===== src/rtl/multicycle_controller.sv =====
// -----------------------------------------------------------------------------
// multicycle_controller
//
// Control unit for the multicycle ARM-subset core (ADD/SUB/AND/ORR, LDR/STR
// with immediate offset, B). It contains the main FSM, the ALU decoder, the
// NZCV flags register and the conditional-execution gating. Each output
// connects to the datapath control input of the same name.
//
// Ports
//   clk         in   1   clock, rising edge
//   reset       in   1   synchronous, active-high
//   Instr       in  32   instruction register contents
//   ALUFlags    in   4   {N,Z,C,V} from the ALU, current cycle
//   PCWrite     out  1   PC register enable
//   MemWrite    out  1   memory write enable
//   RegWrite    out  1   register file write enable
//   IRWrite     out  1   instruction register enable
//   AdrSrc      out  1   0=PC, 1=ALUOut as memory address
//   RegSrc      out  2   [0]=Rn forced to R15 (B), [1]=Rm<-Rd (STR)
//   ALUSrcA     out  2   00=RD1, 01=PC, 10=ALUOut
//   ALUSrcB     out  2   00=RD2, 01=ExtImm, 10=constant 4
//   ResultSrc   out  2   00=ALUOut, 01=Data, 10=ALUResult
//   ImmSrc      out  2   extend mode (= Instr[27:26])
//   ALUControl  out  2   00 ADD, 01 SUB, 10 AND, 11 ORR
//   halted      out  1   only with CTRL_ILLEGAL_HALT_EN: core stopped on an
//                        undefined instruction
//
// Build option
//   CTRL_ILLEGAL_HALT_EN  when defined, an undefined instruction (Op=11)
//                         parks the FSM in HALT until reset instead of
//                         skipping the instruction.
// -----------------------------------------------------------------------------
module multicycle_controller (
    input  logic        clk,
    input  logic        reset,
    input  logic [31:0] Instr,
    input  logic [3:0]  ALUFlags,
    output logic        PCWrite,
    output logic        MemWrite,
    output logic        RegWrite,
    output logic        IRWrite,
    output logic        AdrSrc,
    output logic [1:0]  RegSrc,
    output logic [1:0]  ALUSrcA,
    output logic [1:0]  ALUSrcB,
    output logic [1:0]  ResultSrc,
    output logic [1:0]  ImmSrc,
    output logic [1:0]  ALUControl
`ifdef CTRL_ILLEGAL_HALT_EN
    ,
    output logic        halted
`endif
);

    // -------------------------------------------------------------------------
    // State encoding. S_HALT is only ever entered when the halt option is
    // built in; otherwise it is an unreachable code that recovers to FETCH.
    // -------------------------------------------------------------------------
    typedef enum logic [3:0] {
        S_FETCH    = 4'd0,
        S_DECODE   = 4'd1,
        S_MEMADR   = 4'd2,
        S_MEMREAD  = 4'd3,
        S_MEMWB    = 4'd4,
        S_MEMWRITE = 4'd5,
        S_EXECUTER = 4'd6,
        S_EXECUTEI = 4'd7,
        S_ALUWB    = 4'd8,
        S_BRANCH   = 4'd9,
        S_UNKNOWN  = 4'd10,
        S_HALT     = 4'd11
    } state_t;

    // -------------------------------------------------------------------------
    // Instruction fields
    // -------------------------------------------------------------------------
    logic [3:0] w_cond;
    logic [1:0] w_op;
    logic [5:0] w_funct;
    logic [3:0] w_rd;
    logic       w_unused;

    assign w_cond  = Instr[31:28];
    assign w_op    = Instr[27:26];
    assign w_funct = Instr[25:20];
    assign w_rd    = Instr[15:12];

    // Rn, Rm and the immediate/offset bits belong to the datapath only.
    assign w_unused = ^{Instr[19:16], Instr[11:0]};

    // -------------------------------------------------------------------------
    // State
    // -------------------------------------------------------------------------
    state_t     r_state;
    state_t     w_next_state;
    state_t     w_state_eff;
    logic [3:0] r_flags;     // {N,Z,C,V}
    logic       r_cond_ok;   // condition result for the instruction in flight

    // Raw Moore controls before conditional gating
    logic       w_next_pc;
    logic       w_reg_w;
    logic       w_mem_w;
    logic       w_branch;
    logic       w_alu_op;
    logic       w_ir_write;
    logic       w_adr_src;
    logic [1:0] w_alu_src_a;
    logic [1:0] w_alu_src_b;
    logic [1:0] w_result_src;
    logic       w_pcs;
    logic       w_flags_upd;

    // -------------------------------------------------------------------------
    // Condition check against the architectural flags.
    // -------------------------------------------------------------------------
    function automatic logic cond_ex(input logic [3:0] cond,
                                     input logic [3:0] flags);
        logic n;
        logic z;
        logic c;
        logic v;
        logic ok;
        {n, z, c, v} = flags;
        case (cond)
            4'h0:    ok = z;                     // EQ
            4'h1:    ok = ~z;                    // NE
            4'h2:    ok = c;                     // CS
            4'h3:    ok = ~c;                    // CC
            4'h4:    ok = n;                     // MI
            4'h5:    ok = ~n;                    // PL
            4'h6:    ok = v;                     // VS
            4'h7:    ok = ~v;                    // VC
            4'h8:    ok = c & ~z;                // HI
            4'h9:    ok = ~c | z;                // LS
            4'hA:    ok = (n == v);              // GE
            4'hB:    ok = (n != v);              // LT
            4'hC:    ok = ~z & (n == v);         // GT
            4'hD:    ok = z | (n != v);          // LE
            4'hE:    ok = 1'b1;                  // AL
            default: ok = 1'b0;                  // 1111: never executes
        endcase
        return ok;
    endfunction

    // -------------------------------------------------------------------------
    // State register
    // -------------------------------------------------------------------------
    // NOTE: sequential state uses non-blocking (<=) so every register samples
    // pre-edge values; blocking here would create order-dependent races.
    always_ff @(posedge clk) begin
        if (reset) begin
            r_state <= S_FETCH;
        end else begin
            r_state <= w_next_state;
        end
    end

    // -------------------------------------------------------------------------
    // Next-state logic
    // -------------------------------------------------------------------------
    // NOTE: every signal driven in an always_comb gets a default first, so no
    // path through the case statements can leave it unassigned (no latch).
    always_comb begin
        w_next_state = S_FETCH;
        case (r_state)
            S_FETCH: w_next_state = S_DECODE;
            S_DECODE: begin
                case (w_op)
                    2'b00:   w_next_state = w_funct[5] ? S_EXECUTEI : S_EXECUTER;
                    2'b01:   w_next_state = S_MEMADR;
                    2'b10:   w_next_state = S_BRANCH;
                    default: w_next_state = S_UNKNOWN;
                endcase
            end
            S_MEMADR:   w_next_state = w_funct[0] ? S_MEMREAD : S_MEMWRITE;
            S_MEMREAD:  w_next_state = S_MEMWB;
            S_MEMWB:    w_next_state = S_FETCH;
            S_MEMWRITE: w_next_state = S_FETCH;
            S_EXECUTER: w_next_state = S_ALUWB;
            S_EXECUTEI: w_next_state = S_ALUWB;
            S_ALUWB:    w_next_state = S_FETCH;
            S_BRANCH:   w_next_state = S_FETCH;
`ifdef CTRL_ILLEGAL_HALT_EN
            S_UNKNOWN:  w_next_state = S_HALT;
            S_HALT:     w_next_state = S_HALT;   // only reset leaves HALT
`else
            S_UNKNOWN:  w_next_state = S_FETCH;  // instruction skipped
            S_HALT:     w_next_state = S_FETCH;
`endif
            default:    w_next_state = S_FETCH;
        endcase
    end

    // -------------------------------------------------------------------------
    // Moore output decode. While reset is high the selects already show their
    // FETCH values, so the datapath sees a clean FETCH the moment reset drops.
    // -------------------------------------------------------------------------
    assign w_state_eff = reset ? S_FETCH : r_state;

    always_comb begin
        w_next_pc    = 1'b0;
        w_reg_w      = 1'b0;
        w_mem_w      = 1'b0;
        w_branch     = 1'b0;
        w_alu_op     = 1'b0;
        w_ir_write   = 1'b0;
        w_adr_src    = 1'b0;
        w_alu_src_a  = 2'b00;
        w_alu_src_b  = 2'b00;
        w_result_src = 2'b00;
        case (w_state_eff)
            S_FETCH: begin
                w_ir_write   = 1'b1;
                w_next_pc    = 1'b1;
                w_alu_src_a  = 2'b01;
                w_alu_src_b  = 2'b10;
                w_result_src = 2'b10;
            end
            S_DECODE: begin
                // PC+8 is formed here for instructions that read R15
                w_alu_src_a  = 2'b01;
                w_alu_src_b  = 2'b10;
                w_result_src = 2'b10;
            end
            S_MEMADR: begin
                w_alu_src_a  = 2'b00;
                w_alu_src_b  = 2'b01;
            end
            S_MEMREAD: begin
                w_adr_src    = 1'b1;
                w_result_src = 2'b00;
            end
            S_MEMWB: begin
                w_result_src = 2'b01;
                w_reg_w      = 1'b1;
            end
            S_MEMWRITE: begin
                w_adr_src    = 1'b1;
                w_result_src = 2'b00;
                w_mem_w      = 1'b1;
            end
            S_EXECUTER: begin
                w_alu_src_a  = 2'b00;
                w_alu_src_b  = 2'b00;
                w_alu_op     = 1'b1;
            end
            S_EXECUTEI: begin
                w_alu_src_a  = 2'b00;
                w_alu_src_b  = 2'b01;
                w_alu_op     = 1'b1;
            end
            S_ALUWB: begin
                w_result_src = 2'b00;
                w_reg_w      = 1'b1;
            end
            S_BRANCH: begin
                w_alu_src_a  = 2'b10;
                w_alu_src_b  = 2'b01;
                w_result_src = 2'b10;
                w_branch     = 1'b1;
            end
            default: begin
                // S_UNKNOWN and S_HALT: every enable and select stays at 0
            end
        endcase
    end

    // -------------------------------------------------------------------------
    // ALU decoder: only DP execute states use the Funct command field.
    // -------------------------------------------------------------------------
    always_comb begin
        ALUControl = 2'b00;
        if (w_alu_op) begin
            case (w_funct[4:1])
                4'b0100: ALUControl = 2'b00;   // ADD
                4'b0010: ALUControl = 2'b01;   // SUB
                4'b0000: ALUControl = 2'b10;   // AND
                4'b1100: ALUControl = 2'b11;   // ORR
                default: ALUControl = 2'b00;
            endcase
        end
    end

    // -------------------------------------------------------------------------
    // Condition latch and flags register
    // -------------------------------------------------------------------------
    // cond_ok is evaluated once in DECODE against the flags as they stand
    // before this instruction, and held for the rest of the instruction.
    always_ff @(posedge clk) begin
        if (reset) begin
            r_cond_ok <= 1'b0;
        end else if (r_state == S_DECODE) begin
            r_cond_ok <= cond_ex(w_cond, r_flags);
        end
    end

    // S bit set and condition passed, in an execute state. Logical ops
    // (AND/ORR, ALUControl[1]=1) leave C and V untouched.
    assign w_flags_upd = ((r_state == S_EXECUTER) || (r_state == S_EXECUTEI))
                         && w_funct[0] && r_cond_ok;

    always_ff @(posedge clk) begin
        if (reset) begin
            r_flags <= 4'b0000;
        end else if (w_flags_upd) begin
            r_flags[3:2] <= ALUFlags[3:2];
            if (!ALUControl[1]) begin
                r_flags[1:0] <= ALUFlags[1:0];
            end
        end
    end

    // -------------------------------------------------------------------------
    // Gated enables. A failed condition suppresses register, memory and
    // PC-redirect writes but never the PC+4 update in FETCH.
    // -------------------------------------------------------------------------
    assign w_pcs = ((w_rd == 4'd15) & w_reg_w) | w_branch;

    assign PCWrite  = ~reset & (w_next_pc | (w_pcs & r_cond_ok));
    assign RegWrite = ~reset & w_reg_w & r_cond_ok;
    assign MemWrite = ~reset & w_mem_w & r_cond_ok;
    assign IRWrite  = ~reset & w_ir_write;

    assign AdrSrc    = w_adr_src;
    assign ALUSrcA   = w_alu_src_a;
    assign ALUSrcB   = w_alu_src_b;
    assign ResultSrc = w_result_src;

    // Instruction-only decodes, independent of state
    assign ImmSrc    = w_op;
    assign RegSrc[0] = (w_op == 2'b10);
    assign RegSrc[1] = (w_op == 2'b01);

`ifdef CTRL_ILLEGAL_HALT_EN
    assign halted = (w_state_eff == S_HALT);
`endif

endmodule


===== config.mk =====
export PLATFORM = sky130hd
export DESIGN_NAME = multicycle_controller
export DESIGN_NICKNAME = d
export VERILOG_FILES = /design/src/rtl/multicycle_controller.sv
export SDC_FILE = /design/constraint.sdc
export NUM_CORES = 1
export LEC_CHECK = 0
export ABC_AREA = 1
export CAP_MARGIN = 10
export CORE_MARGIN = 2
export CORE_UTILIZATION = 32
export CTS_CLUSTER_DIAMETER = 200
export DETAILED_ROUTE_END_ITERATION = 8
export GPL_TIMING_DRIVEN = 0
export PLACE_DENSITY = 0.84
export SYNTH_ARGS = -nofsm -noshare
export SYNTH_HDL_FRONTEND = slang
export SYNTH_SLANG_ARGS = --single-unit

===== constraint.sdc =====
create_clock -name clk -period 1.2 [get_ports clk]
set_clock_uncertainty 0.2 [all_clocks]
set_input_delay 0.24 -clock clk [delete_from_list [all_inputs] [get_ports clk]]
set_output_delay 0.24 -clock clk [all_outputs]
set_load 0.02 [all_outputs]

* Yosys cells after proc, flatten, opt, wreduce, memory -nomap -nowiden
Cells that the tools add are included.
** Storage, ports and cells
- RAM bits :: 0
- Input port bits :: 38
- Bits in latches :: 0
- Register bits after elaboration :: 9
- Output and inout bits :: 17
- Memories kept :: 0
- ROM bits :: 0
** Cells by class
- Magnitude comparators :: 0
- $mul :: 0
- Equal/unequal tests :: 35
- Shift-type cells :: 0
- Reduce and logical (&&, ||, !) cells :: 16
- $add $sub $neg :: 0
- Mux-type cells :: 17
- Bitwise gates (word level) :: 20
- Divide/modulo/power cells :: 0
** Operators by type and width (count)
- 4-bit == test (second input constant) :: 11
- 4-bit by 3-bit == test with 1-bit output (second input constant) :: 10
- 4-bit by 2-bit == test with 1-bit output (second input constant) :: 7
- 4-bit one-hot mux with 5 select lines :: 1
- 4-bit zero test :: 4
- 1-bit one-hot mux with 15 select lines :: 1
- 4-bit by 1-bit == test with 1-bit output (second input constant) :: 3
- 2-bit one-hot mux with 2 select lines :: 3
- 4-bit one-hot mux with 3 select lines :: 1
- 1-bit bitwise AND :: 10
- 2-bit OR reduction :: 5
- 1-bit two-way mux :: 7
- 1-bit inverter :: 6
- 2-bit one-hot mux with 3 select lines :: 1
- 3-bit OR reduction :: 2
- 4-bit two-way mux :: 1
- 1-bit bitwise OR :: 4
- 3-bit two-way mux :: 1
- 2-bit by 1-bit == test with 1-bit output (second input constant) :: 1
- 2-bit == test (second input constant) :: 1
- 1-bit logical AND :: 2
- 2-bit zero test :: 1
- 2-bit two-way mux :: 1
- 2-bit AND reduction :: 1
- 3 further kinds :: 3

* Logic depth before layout (Yosys ltp)
Gate-level depths: netlist of run 1.
- Depth in word-level cells :: 9
- Depth in mapped cells :: 10
- Mapped depth without buffers :: 10

* Worst setup path after synthesis of run 1
OpenSTA, ideal clock, no wires.
- Path kind :: input-to-output
- Start :: in reset
- End :: out PCWrite
- Required time :: 0.760 ns
- Setup slack :: -0.423 ns
- Arrival time :: 1.183 ns
- Stages :: 7
- Cells stage by stage :: buf_6 > inv_4 > nand2_2 > inv_1 > nor2_1 > o21ai_0 > o21ai_0
** On the way
- Longest elaborated chain between the ends :: 9
- Elaborated cells on any way between the ends :: 15
- Classes of those cells :: eq/ne: 3; mux: 4; bitwise: 6; reduce/logical: 2
** RTL lines
- from (decl) :: line 35 : input logic reset,
- 4-bit two-way mux :: line 199 : assign w_state_eff = reset ? S_FETCH : r_state;
- 4-bit by 3-bit == test with 1-bit output or 4-bit == test (tied branches) :: line 212 : case (w_state_eff)
- 2-bit OR reduction (no source line)
- 1-bit two-way mux :: line 212
- 1-bit bitwise AND :: line 318 : assign w_pcs = ((w_rd == 4'd15) & w_reg_w) | w_branch;
- 1-bit bitwise OR :: line 318
- 1-bit bitwise AND :: line 320 : assign PCWrite = ~reset & (w_next_pc | (w_pcs & r_cond_ok));
- 1-bit bitwise OR :: line 320
- 1-bit bitwise AND (*) :: line 320
- to (decl) :: line 38 : output logic PCWrite,
Every way passes the cells marked *; elsewhere a longest branch is shown, timed or not.

* Worst setup path after layout of run 1
- Start :: reg r_state[3]
- End :: out AdrSrc
** On the way
- Longest elaborated chain between the ends :: 4
- Elaborated cells on any way between the ends :: 5
- Classes of those cells :: eq/ne: 2; mux: 2; reduce/logical: 1
** RTL lines
- from (decl) :: line 94 : state_t r_state;
- from (signal assigned) :: line 155 : r_state <= w_next_state;
- 4-bit two-way mux (*) :: line 199
- 4-bit by 3-bit == test with 1-bit output or 4-bit by 2-bit == test with 1-bit output (tied branches) :: line 212
- 2-bit OR reduction (no source line) (*)
- 1-bit two-way mux (*) :: line 212
- to (decl) :: line 42 : output logic AdrSrc,
Marks and branches as above.

==> results of run 1 <==
==> critical path, cell delays in order (launching register included) <==
cell and delay (ns):
dfxtp_4 0.37, buf_12 0.12, nor2_4 0.16, inv_4 0.08, nor2_2 0.13, nand2_1 0.08
nand2_2 0.09, buf_6 0.11
==> power by group <==
group          internal [W]  switching, W
Combinational      0.000354      0.000390
Clock              0.000129      0.000122
Sequential         0.000316     0.0000315
Total              0.000799      0.000543
==> worst paths after layout <==
kind	from	cells after the start	end	slack (ns)
worst max-delay path	r_state[3]	7	AdrSrc	-0.66
worst min-delay path	Instr[27]	3	r_state[3]	0.08
worst max register to register	r_state[3]	11	r_flags[3]	-0.54
worst min register to register	r_flags[2]	2	r_flags[2]	0.31
==> sequential cells by signal, indices dropped and copies added, names as in the netlist <==
signal,count
r_state,4
r_cond_ok,1
r_flags,4
==> layout by cell type, fill, tap and decap left out, types with 2 or more instances in the layout <==
cell / Yosys / final
nor2_4: 0 / 10
inv_1: 26 / 15
dfxtp_4: 0 / 3
clkdlybuf4s50_1: 0 / 11
buf_6: 1 / 22
a21oi_1: 7 / 4
nand2_2: 3 / 13
clkbuf_4: 0 / 3
dlygate4sd2_1: 0 / 7
inv_4: 1 / 6
dfxtp_2: 0 / 4
buf_2: 1 / 5
buf_4: 2 / 21
dfxtp_1: 9 / 2
nand3_1: 15 / 12
o21ai_4: 0 / 2
inv_2: 1 / 7
nor2_1: 31 / 18
nand3_2: 0 / 2
a21oi_2: 0 / 3
nand2_1: 39 / 23
buf_12: 0 / 2
nor3_2: 1 / 2
o21ai_2: 0 / 5
nand2_4: 0 / 6
nor2_2: 3 / 6
==> routing by layer <==
layer  global-route usage  up-vias  share of wire
met3               0.0679       28          0.059
met2                0.408       67           0.54
li1                     -      634              -
met5                    0        -              0
met4                0.115        0          0.051
met1                0.198      614           0.35
==> cell usage after synthesis (all sizes together) <==
master / count / area share
nand4: 1 / 0.0074
nor3: 4 / 0.030
a21boi: 2 / 0.018
inv: 28 / 0.13
nand2: 42 / 0.19
o211ai: 1 / 0.015
buf: 4 / 0.037
nor2: 34 / 0.16
nand3: 15 / 0.089
dfxtp: 9 / 0.21
nand3b: 1 / 0.0089
o22ai: 1 / 0.0074
a21oi: 7 / 0.041
o21ai: 9 / 0.053
==> area by class of cell <==
cell class | count | share of cell area
multi-input cells | 117 | 0.433
repair buffers | 65 | 0.336
flip-flops and latches | 9 | 0.108
inverters | 28 | 0.0659
plain buffers | 4 | 0.0220
well taps | 30 | 0.0206
clock buffers | 4 | 0.0144
==> repair_timing <==
action | in CTS | in global routing
hold buffers | 1 | 0
pin swaps | 21 | 17
endpoints found under the setup margin | 25 | 24
hold endpoints to repair | 4 | 0
setup buffers | 18 | 11
resized for setup | 158 | 28
==> through the flow <==
| step | instances | setup slack [ns] | hold WS [ns] |
|---|---|---|---|
| finish | 257 | -0.656 | 0.0762 |
| global route | 257 | -0.724 | 0.0809 |
| detailed placement | 225 | -0.967 | 0.247 |
| floorplan | 158 | -0.205 | 0.190 |
| global placement | 225 | -0.963 | 0.243 |
| CTS | 246 | -0.632 | 0.109 |
==> cells by family (layout without fill, tap and decap cells) <==
kind of cell / count (synthesis) / after routing / share of synthesized area
AND/OR/NAND/NOR: 97 / 97 / 0.489
buffers and inverters: 32 / 101 / 0.164
AO/OA/AOI/OAI: 20 / 20 / 0.134
flip-flops: 9 / 9 / 0.213
==> results.md, run 1 <==
- Run status: complete, but fails checks
- Violated checks: setup timing
- Period minus WS final: 1.86 ns
- First-pass GRT wire length: 5.24 mm
- Max-Cap Viols: 0
- Fraction of layout cells with a size suffix above 1: 0.559
- Setup ws final: -0.656 ns
- RSZ-0062 raised after global routing: true
- Initial drt markers: 23
- Rows: 18
- Syn_nets: 196
- Initial DRT Pass Iterations: 7
- Largest net degree at the start of global routing: 11
- CP Data Arrival Time: 1.42 ns
- Synthesis-to-finish area growth: 115%
- Hold Crit Class: input port to flop
- Syn Inst Count: 158
- Number of synthesized register bits: 9
- Mapped Avg Cell Area: 5.36 um^2
- Worst skew pair latency: 0.27 ns
- Final worst path period share: 1.55
- Routed WL: 4.12 mm
- Initial antenna violation count: 0
- Hpwl dp: 1.96 mm
- Max Transition Viols Final: 0
- N_diodes: 0
- Total Die Area: 3070 um^2
- Fill cells: 192
- GRT Total Usage: 0.214
- Drt via density: 5.23
- Final hold viol count: 0
- Remaining global-route overflow: 0
- Nets@finish: 266
- PwrDens: 737 nW/um^2
- Register area: 196 um^2
- Sequential element share of the synthesized area: 0.213
- Routability congestion estimate from global placement: 0.853
- CTS sink count: 9
- Max-slew headroom: 0.802
- Mapped cell area: 847 um^2
- Crit end category: output pin
- Final Cell Area: 1820 um^2
- Tot Pwr: 0.00134 W
- CP max FO: 3
- Multi-input logic area: 790 um^2
- TritonCTS Buffers: 3
- Htree depth: 1
- Die W: 55.5 um
- Post-DP Area: 1350 um^2
- Total negative slack: -11.39 ns
- Clk slew on worst S/H paths: 0.06 ns
- Via count: 1,343
- Util after Layout: 0.729
- Max Fclk: 539 MHz
- Final Setup Violations: 22
- Netlist cell types: 22
- CORE AREA: 2500 um^2
- Number of antenna-violating nets in the routed design: 0
- Synth warnings: 0
- Vias in the first global route: 1,264
- Die height: 55.5 um
- Num ports: 55
- Routed len/inst: 16.0 um
- CP Data Required Time: 0.76 ns
- DRC Markers: 0
- Maximum vdd drop: 0.608 mV
- Setup Crit Path Kind: flop to output pin
- Critical Path Source Type: flop
- CTS tree: done
- Clock buffer depth: 2
- Tightest Pin Transition: 0.297 ns
- Lkg Pwr: 0.869 nW
- Root buffer cell: clkbuf_4
- Initial Utilization: 0.339
- Number of port buffers: 37
(Power assumes the default switching activity.)
==> run 2, diff against run 1 <==
Clock period 1.2 ns to 1.5 ns, I/O delays scaled along.
==> run 2 against run 1 <==
The run still ends with setup timing left. Clock power shrank 23%. Highest routed layer unchanged. Sequential share of layout area up 1.2 points. Largest power group unchanged. Sequential power is 20% lower.
==> results.md, run 2 (synthesis gave the netlist of run 1 again) <==
- Synthesis-to-finish area growth: 92.9%
- Via count: 1,215
- Setup Crit Path Kind: flop to output pin
- Run status: complete, but fails checks
- Register area: 195 um^2
- PwrDens: 627 nW/um^2
- Setup WS pre-CTS: -0.764 ns
- CP Data Required Time: 1.00 ns
- Crit end category: output pin
- Clock buffer depth: 2
- Largest registers: r_flags: 4 flops, r_state: 4 flops, r_cond_ok: 1 flops
- RSZ-0062 raised after global routing: true
- CP max FO: 3
- Critical Path Source Type: flop
- Root buffer cell: clkbuf_4
- Nets@finish: 255
- Hold wc startpoint: reset
- Hold WS: 0.0306 ns
- Tightest Pin Transition: 0.246 ns
- Drt via density: 4.94
- Fraction of layout cells with a size suffix above 1: 0.435
- Post-DP Area: 1280 um^2
- Worst r2r dst: r_cond_ok
- Reg2Reg Launch Point: r_state[3]
- GRT Total Usage: 0.193
- Worst r2r path cells: 13
- Commonest non-fill, non-tap cell in the layout: nand2_1
- Final Setup Violations: 20
- Htree depth: 1
- Rows: 18
- N_diodes: 0
- Period minus WS final: 1.93 ns
- Remaining global-route overflow: 0
- Max Transition Viols Final: 0
- Worst Hold Depth: 2
- Final worst path period share: 1.29
- Hpwl dp: 1.73 mm
- Fill cells: 193
- Vias in the first global route: 1,099
- Num ports: 55
- CTS tree: done
- CORE AREA: 2500 um^2
- Maximum vdd drop: 0.577 mV
- Max Fclk: 517 MHz
- Lkg Pwr: 0.795 nW
- Setup ws final: -0.434 ns
- Routed len/inst: 12.8 um
- Initial antenna violation count: 0
- Initial drt markers: 29
- Final Cell Area: 1630 um^2
- Worst skew pair latency: 0.27 ns
- Initial DRT Pass Iterations: 4
- Final hold viol count: 0
- First-pass GRT wire length: 4.81 mm
- Number of port buffers: 37
- Hold Crit Class: input port to flop
- Util after Layout: 0.654
- Routed WL: 3.14 mm
- Largest net degree at the start of global routing: 11
- Most frequent cells in the layout: nand2_1 (33), nor2_1 (20), buf_6 (20)
- Initial Utilization: 0.339
- Routability congestion estimate from global placement: 0.876
- Total negative slack: -5.05 ns
- Number of antenna-violating nets in the routed design: 0
- CTS Hold Buffers Added: 0
- CP Data Arrival Time: 1.43 ns
- DRC Markers: 0
- Clk slew on worst S/H paths: 0.07 ns
- Die height: 55.5 um
- TritonCTS Buffers: 3
- Max-Cap Viols: 0
- Max-slew headroom: 0.836
- Total Die Area: 3070 um^2
- CTS sink count: 9
- Violated checks: setup timing
- Multi-input logic area: 702 um^2
- Die W: 55.5 um
- Hold EP: r_state[1]
- R2R setup slack: -0.31 ns
[run 2: critical path: stages (launching register included)]
cell	delay, ns
dfxtp_4	0.37
buf_6	0.12
nor2_4	0.15
inv_4	0.08
nor2_4	0.11
buf_6	0.12
inv_4	0.04
nand2_2	0.06
buf_6	0.11
[run 2: power breakdown]
group / total [W] / switching (W) / internal (W)
sequential: 0.000277 / 0.0000232 / 0.000253
clock: 0.000193 / 0.0000945 / 0.0000985
combinational: 0.000554 / 0.000282 / 0.000272
total: 0.00102 / 0.000400 / 0.000624
[run 2: routing by layer]
| layer | track usage | vias to the layer above | wire length, um |
|---|---|---|---|
| met1 | 0.238 | 543 | 1270 |
| li1 | - | 613 | - |
| met4 | 0.0767 | 0 | 42 |
| met2 | 0.332 | 54 | 1580 |
| met3 | 0.0328 | 5 | 244 |
| met5 | 0 | - | 0 |
[run 2: worst max path at each step]
stage                          start       endpoint  cells after the start
after CTS                 r_state[3]        PCWrite                      9
after floorplan                reset        PCWrite                      9
after detailed placement   Instr[24]  ALUControl[0]                      5
after global routing      r_state[3]        PCWrite                     10
final                     r_state[3]     ALUSrcA[0]                      8
after global placement     Instr[14]        PCWrite                      6
[run 2: through the flow]
step	instances	total power (W)
6_report	246	0.00102
5_1_grt	246	0.00107
4_1_cts	245	0.000923
3_5_place_dp	225	0.000590
3_3_place_gp	225	0.000588
2_1_floorplan	158	0.000450
[run 2: repair_timing]
action | CTS | global route
buffers inserted | 16 | 5
hold endpoints to repair | 0 | 0
endpoints found under the setup margin | 18 | 24
gates resized for setup | 139 | 37
pin swaps | 13 | 17
[run 2: final cells by class]
class | count | area share
plain buffers | 4 | 0.0245
clock buffers | 3 | 0.0138
clock inverters | 1 | 0.00306
inverters | 28 | 0.0720
multi-input cells | 117 | 0.430
flip-flops and latches | 9 | 0.119
well taps | 30 | 0.0230
repair buffers | 54 | 0.315
